`src/rtl/mux_stream_rr_if.sv`:
```
`default_nettype none
// ============================================================================
// Module   : mux_stream_rr_if
// Brief    : Handshake bundle between N producer streams and one consumer.
// Revision : 1.0
// ============================================================================
interface mux_stream_rr_if #(
   parameter int WIDTH    = 8,
   parameter int CHANNELS = 4,
   parameter int SEL_W    = 2
) ();
   logic [CHANNELS*WIDTH-1:0] in_data;
   logic [CHANNELS-1:0]       in_valid;
   logic [CHANNELS-1:0]       in_ready;
   logic                      mode;
   logic [SEL_W-1:0]          sel;
   logic [WIDTH-1:0]          out_data;
   logic                      out_valid;
   logic                      out_ready;
   logic [SEL_W-1:0]          out_ch;

   modport master (
      output in_data, in_valid, mode, sel, out_ready,
      input  in_ready, out_data, out_valid, out_ch
   );

   modport slave (
      input  in_data, in_valid, mode, sel, out_ready,
      output in_ready, out_data, out_valid, out_ch
   );
endinterface
`default_nettype wire

```
`src/rtl/mux_stream_rr.sv`:
```
`default_nettype none
// ============================================================================
// Module   : mux_stream_rr
// Brief    : Registered N:1 stream mux, fixed select or round-robin
//            (round-robin compiled in with MUX_ROUND_ROBIN_EN).
// Revision : 1.0
// ============================================================================
module mux_stream_rr #(
   parameter int WIDTH    = 8,
   parameter int CHANNELS = 4,
   parameter int SEL_W    = 2
) (
   input  logic           clk,
   input  logic           rst,
   mux_stream_rr_if.slave s_if
);

   localparam logic [SEL_W:0] c_NUM_CH  = (SEL_W+1)'(CHANNELS);
   localparam logic [SEL_W:0] c_LAST_CH = (SEL_W+1)'(CHANNELS-1);

   logic [WIDTH-1:0]    out_data_q, out_data_d;
   logic                out_valid_q, out_valid_d;
   logic [SEL_W-1:0]    out_ch_q, out_ch_d;

   logic                w_load_en;
   logic                w_grant_ok;
   logic [SEL_W-1:0]    w_grant;
   logic                w_fix_ok;
   logic [CHANNELS-1:0] w_in_ready;
   logic                w_xfer;

   assign w_load_en = !out_valid_q || s_if.out_ready;
   assign w_fix_ok  = ({1'b0, s_if.sel} < c_NUM_CH);

`ifdef MUX_ROUND_ROBIN_EN
   logic [SEL_W-1:0] ptr_q, ptr_d;
   logic [SEL_W-1:0] w_rr_grant;
   logic             w_rr_ok;
   logic [SEL_W:0]   w_scan_idx;

   // First valid channel at or after ptr, wrapping modulo CHANNELS.
   always_comb begin
      w_rr_grant = '0;
      w_rr_ok    = 1'b0;
      w_scan_idx = '0;
      for (int i = 0; i < CHANNELS; i++) begin
         w_scan_idx = {1'b0, ptr_q} + (SEL_W+1)'(i);
         if (w_scan_idx >= c_NUM_CH) begin
            w_scan_idx = w_scan_idx - c_NUM_CH;
         end
         if (!w_rr_ok && s_if.in_valid[w_scan_idx[SEL_W-1:0]]) begin
            w_rr_ok    = 1'b1;
            w_rr_grant = w_scan_idx[SEL_W-1:0];
         end
      end
   end

   always_comb begin
      if (s_if.mode) begin
         w_grant    = w_rr_grant;
         w_grant_ok = w_rr_ok;
      end else begin
         w_grant    = s_if.sel;
         w_grant_ok = w_fix_ok;
      end
   end

   always_comb begin
      ptr_d = ptr_q;
      if (w_xfer && s_if.mode) begin
         if ({1'b0, w_grant} == c_LAST_CH) begin
            ptr_d = '0;
         end else begin
            ptr_d = w_grant + SEL_W'(1);
         end
      end
   end

   always_ff @(posedge clk) begin
      if (rst) begin
         ptr_q <= '0;
      end else begin
         ptr_q <= ptr_d;
      end
   end
`else
   logic w_unused_mode;
   assign w_unused_mode = s_if.mode;
   assign w_grant       = s_if.sel;
   assign w_grant_ok    = w_fix_ok;
`endif

   // At most one ready bit; fixed mode never looks at in_valid here.
   always_comb begin
      w_in_ready = '0;
      if (w_grant_ok && w_load_en) begin
         w_in_ready[w_grant] = 1'b1;
      end
   end

   assign w_xfer = w_grant_ok && s_if.in_valid[w_grant] && w_in_ready[w_grant];

   always_comb begin
      out_valid_d = out_valid_q;
      out_data_d  = out_data_q;
      out_ch_d    = out_ch_q;
      if (w_load_en) begin
         out_valid_d = w_xfer;
         if (w_xfer) begin
            out_data_d = s_if.in_data[w_grant*WIDTH +: WIDTH];
            out_ch_d   = w_grant;
         end
      end
   end

   always_ff @(posedge clk) begin
      if (rst) begin
         out_valid_q <= 1'b0;
         out_data_q  <= '0;
         out_ch_q    <= '0;
      end else begin
         out_valid_q <= out_valid_d;
         out_data_q  <= out_data_d;
         out_ch_q    <= out_ch_d;
      end
   end

   assign s_if.in_ready  = w_in_ready;
   assign s_if.out_data  = out_data_q;
   assign s_if.out_valid = out_valid_q;
   assign s_if.out_ch    = out_ch_q;

endmodule
`default_nettype wire

```
`src/flat_wrapper.sv`:
```
// flat-port wrapper written by rule: the top's interface ports become plain ports
module mux_stream_rr_flat 
#(
   parameter int WIDTH    = 8,
   parameter int CHANNELS = 4,
   parameter int SEL_W    = 2
)
  (clk, rst, s_if_in_data, s_if_in_valid, s_if_mode, s_if_sel, s_if_out_ready, s_if_in_ready, s_if_out_data, s_if_out_valid, s_if_out_ch);
  mux_stream_rr_if #(.WIDTH(WIDTH), .CHANNELS(CHANNELS), .SEL_W(SEL_W)) s_if_i ();
  input  logic clk;
  input  logic rst;
  input wire logic [$bits(s_if_i.in_data)-1:0] s_if_in_data;
  input wire logic [$bits(s_if_i.in_valid)-1:0] s_if_in_valid;
  input wire logic [$bits(s_if_i.mode)-1:0] s_if_mode;
  input wire logic [$bits(s_if_i.sel)-1:0] s_if_sel;
  input wire logic [$bits(s_if_i.out_ready)-1:0] s_if_out_ready;
  output wire logic [$bits(s_if_i.in_ready)-1:0] s_if_in_ready;
  output wire logic [$bits(s_if_i.out_data)-1:0] s_if_out_data;
  output wire logic [$bits(s_if_i.out_valid)-1:0] s_if_out_valid;
  output wire logic [$bits(s_if_i.out_ch)-1:0] s_if_out_ch;
  assign s_if_i.in_data = s_if_in_data;
  assign s_if_i.in_valid = s_if_in_valid;
  assign s_if_i.mode = s_if_mode;
  assign s_if_i.sel = s_if_sel;
  assign s_if_i.out_ready = s_if_out_ready;
  assign s_if_in_ready = s_if_i.in_ready;
  assign s_if_out_data = s_if_i.out_data;
  assign s_if_out_valid = s_if_i.out_valid;
  assign s_if_out_ch = s_if_i.out_ch;
  mux_stream_rr #(.WIDTH(WIDTH), .CHANNELS(CHANNELS), .SEL_W(SEL_W)) u_core (.clk(clk), .rst(rst), .s_if(s_if_i));
endmodule
```
`config.mk`:
```
export PLATFORM = sky130hd
export DESIGN_NAME = mux_stream_rr_flat
export DESIGN_NICKNAME = d
export VERILOG_FILES = /design/src/rtl/mux_stream_rr_if.sv /design/src/rtl/mux_stream_rr.sv /design/src/flat_wrapper.sv
export SDC_FILE = /design/constraint.sdc
export NUM_CORES = 1
export LEC_CHECK = 0
export ABC_AREA = 1
export BUFFER_PORTS_ARGS = -buffer_cell sky130_fd_sc_hd__buf_2
export CORE_MARGIN = 4
export CORE_UTILIZATION = 28
export CTS_BUF_LIST = sky130_fd_sc_hd__clkbuf_16
export DETAILED_ROUTE_END_ITERATION = 10
export SETUP_SLACK_MARGIN = 0.3
export SYNTH_ARGS = -nofsm -noshare
export SYNTH_HDL_FRONTEND = slang
export SYNTH_SLANG_ARGS = --single-unit
```
`constraint.sdc`:
```
create_clock -name clk -period 1.5 [get_ports clk]
set_clock_uncertainty 0.1 [all_clocks]
set_input_delay 0.3 -clock clk [delete_from_list [all_inputs] [get_ports clk]]
set_output_delay 0.3 -clock clk [all_outputs]
set_load 0.01 [all_outputs]
```
==> impl_metrics.csv <==
group,metric,value,unit
synthesis,post_synth_and_or_nand_nor_area_fraction,0.5542,
detailed_routing,ant_nets,0,
critical_path,crit_type,"reg2out",
detailed_routing,drt_wl_total,3.069,mm
synthesis,syn_inst,140,
finish,fin_nets,245,
critical_path,critPathMaxFanout,5,
critical_path,worstPathRequired,1.10,ns
finish,stdcell_area,1553,sq um
power,p_int,0.8914,mW
power,comb_power_share,0.346,
detailed_routing,post_drt_wl_per_cell,12.48,um
floorplanning,die_w,64.72,um
cts,htree_levels,1,
finish,drive_above_1_share,0.5693,
min_path,worstHoldPathType,"in2reg",
synthesis,synth.area.mux_share,0,
synthesis,syn_area_per_cell,6.435,sq um
cts,cts_tree,"done",
finish,num_antenna_cells,0,
synthesis,synth_fp_nets,182,
synthesis,synth_seq_area_share,0.2444,
cts,clkSlewWorstSetupHoldPaths,0.04,ns
global_routing,grt_pass1_vias,1035,
critical_path,start_kind,"flip-flop",
critical_path,crit_chain,"inv_1, or2_4, clkinv_4, nor3_2, buf_2",
power,powerDensity,808.8,nW/um^2
job,cap_violations,0,
synthesis,synth_top_family_by_area,"simple AND/OR/NAND/NOR gates",
floorplanning,coreArea,3078,sq um
critical_path,path_depth,5,
sta,finalSetupViolCount,0,
sta,finalCriticalPeriod,1.485,ns
power,ir_drop,0.6864,mV
global_routing,antenna_found_initial,0,
floorplanning,rows,20,
floorplanning,initial_core_util,0.2927,
sta,rsz0062_at_grt,"true",
cts,clockBufferDepth,2,
synthesis,synth-compound-area-share,0.06111,
synthesis,yosys.area_share.adder,0,
power,p_seq_frac,0.282,
sta,worstMarginPinSlew,0.3338,ns
critical_path,worstPathBufferInverterCount,3,
critical_path,critPathMaxStageDelay,0.31,ns
critical_path,cpLargestDelayFamily,"flip-flops",
critical_path,cpMaxStageDelayCell,"dfxtp_2",
cts,clk_latency,0.23,ns
global_routing,overflow,0,
run_status,status,"complete, no violations",
place,gp_congestion,0.7618,
critical_path,reg2regPathDepth,7,
finish,final_common_cell,"buf_2",
cts,cts-root-buf,"clkbuf_16",
sta,final-hold-violation-count,0,
floorplanning,io_pins,57,
floorplanning,dieArea,4189,sq um
sta,finalCritPeriodShare,0.9899,
global_routing,track_usage,0.1329,
power,switching_power,0.3645,mW
min_path,worst_hold_path.num_cells,6,
detailed_routing,drt-initial-drc-count,66,
cts,ctsHoldBuffers,0,
global_routing,grt_max_degree,21,
synthesis,synth_edf_count,0,
synthesis,synth_cell_type_count,20,
critical_path,worstPathArrival,1.08,ns
detailed_routing,vias,1148,
finish,post-route-util,0.5045,
critical_path,crit_path_end_kind,"output port",
synthesis,synth-seq-cells,11,
synthesis,ys_warn_count,0,
place,placed_area,1252,sq um
sta,maxSlewHeadroom,0.7772,
sta,slew_violations,0,
finish,syn2layout_area_growth,72.36,%
power,p_leak,0.8012,nW
finish,final_cell_mix,"54 x buf_2, 40 x nand2_1, 24 x nand3_1",
synthesis,synthArstFlopShare,0,
finish,fillCellCount,341,
detailed_routing,drc_errors,0,
synthesis,syn_area,900.9,sq um
critical_path,rrSetupSlack,0.09,ns
detailed_routing,vias_per_cell,4.667,
sta,fmax,673.5,MHz
place,numPortBuffers,55,
place,dp_hpwl,2.093,mm
global_routing,grt_pass1_wl,4.374,mm
cts,cts_buffers,3,
floorplanning,die_h,64.72,um
power,p_sw_frac,0.2902,
power,p_clk_frac,0.373,
detailed_routing,dr.pass1.iters,4,
cts,clkSinkCount,11,
synthesis,ys.flop_type,"dfxtp_1",
synthesis,synthXorXnorAreaFrac,0,
-- metal layers --
layer  GRT usage  vias up  share of wire
li1            -      580              -
met1      0.1564      540           0.41
met2      0.2375       24           0.54
met3     0.03986        4          0.042
met4     0.02375        0         0.0065
met5           0        -              0
-- through the flow --
stage          total power [mW]  setup slack, ns  setup TNS, ns  std cells  hold slack (ns)
2_1_floorplan            0.5817           0.3110              0        140           0.3579
3_3_place_gp             0.6931          0.07404              0        234           0.3587
3_5_place_dp             0.6980          0.05932              0        234           0.3700
4_1_cts                   1.179          0.03019              0        239           0.3669
5_1_grt                   1.343         -0.03058       -0.09960        246           0.4053
6_report                  1.256          0.01522              0        246           0.3585
-- cell type report --
| type | instances | area (sq um) | area share |
|---|---|---|---|
| Clock buffer | 3 | 75.07 | 0.04835 |
| Sequential cell | 11 | 224.0 | 0.1442 |
| Timing Repair Buffer | 69 | 484.2 | 0.3118 |
| Clock inverter | 1 | 3.754 | 0.002417 |
| Inverter | 6 | 30.03 | 0.01934 |
| Multi-Input combinational cell | 112 | 680.7 | 0.4384 |
| Tap cell | 44 | 55.05 | 0.03546 |
-- cells by family after synthesis --
kind of cell / Yosys count
DFF: 11
buffers and inverters: 17
and+or+nand+nor: 101
AOI/OAI and AO/OA: 11
-- flip-flops by register name, summed over array words and instances, names as in the netlist --
register               flops
u_core.s_if.out_ch         2
u_core.s_if.out_data       8
u_core.s_if.out_valid      1
-- power groups by stage --
stage | clock, mW | sequential [mW] | combinational, mW
finish | 0.468 | 0.354 | 0.434
global route | 0.502 | 0.358 | 0.483
CTS | 0.481 | 0.345 | 0.353
detailed placement | 0 | 0.349 | 0.349
global placement | 0 | 0.348 | 0.345
floorplan | 0 | 0.363 | 0.219
-- synth_stat cells (2+ instances only) --
| cell | count | area [sq um] |
|---|---|---|
| a21oi_1 | 10 | 50.05 |
| buf_2 | 4 | 20.02 |
| buf_6 | 4 | 45.04 |
| dfxtp_1 | 11 | 220.2 |
| inv_1 | 3 | 11.26 |
| inv_2 | 2 | 7.510 |
| nand2_1 | 42 | 157.7 |
| nand3_1 | 26 | 130.1 |
| nand3_2 | 8 | 80.08 |
| nor2_1 | 10 | 37.54 |
| nor2_2 | 8 | 50.05 |
| nor3_1 | 4 | 20.02 |
-- what timing repair did --
| action | 4_1_cts | 5_1_grt |
|---|---|---|
| setup endpoints to repair | 14 | 14 |
| hold endpoints to repair | 0 | 0 |
| gates cloned | 0 | 4 |
| setup buffers | 1 | 3 |
| gates resized for setup | 1 | 22 |
| pin swaps | 0 | 9 |
-- final timing paths --
kind,startpoint,to
max,u_core.s_if.out_valid$_SDFFE_PP0P_,s_if_in_ready[2]
min,s_if_in_valid[0],u_core.s_if.out_ch[1]$_SDFFE_PP0P_
max reg2reg,u_core.s_if.out_valid$_SDFFE_PP0P_,u_core.s_if.out_data[1]$_SDFFE_PP0P_
min reg2reg,u_core.s_if.out_data[7]$_SDFFE_PP0P_,u_core.s_if.out_data[7]$_SDFFE_PP0P_
-- worst register-to-register path, stage by stage, from the launching register on --
cell	delay [ns]
dfxtp_2	0.31
inv_1	0.04
or2_4	0.24
buf_4	0.15
buf_6	0.12
clkbuf_16	0.15
a21oi_2	0.14
nor2_2	0.05
(Power assumes the default switching activity.)
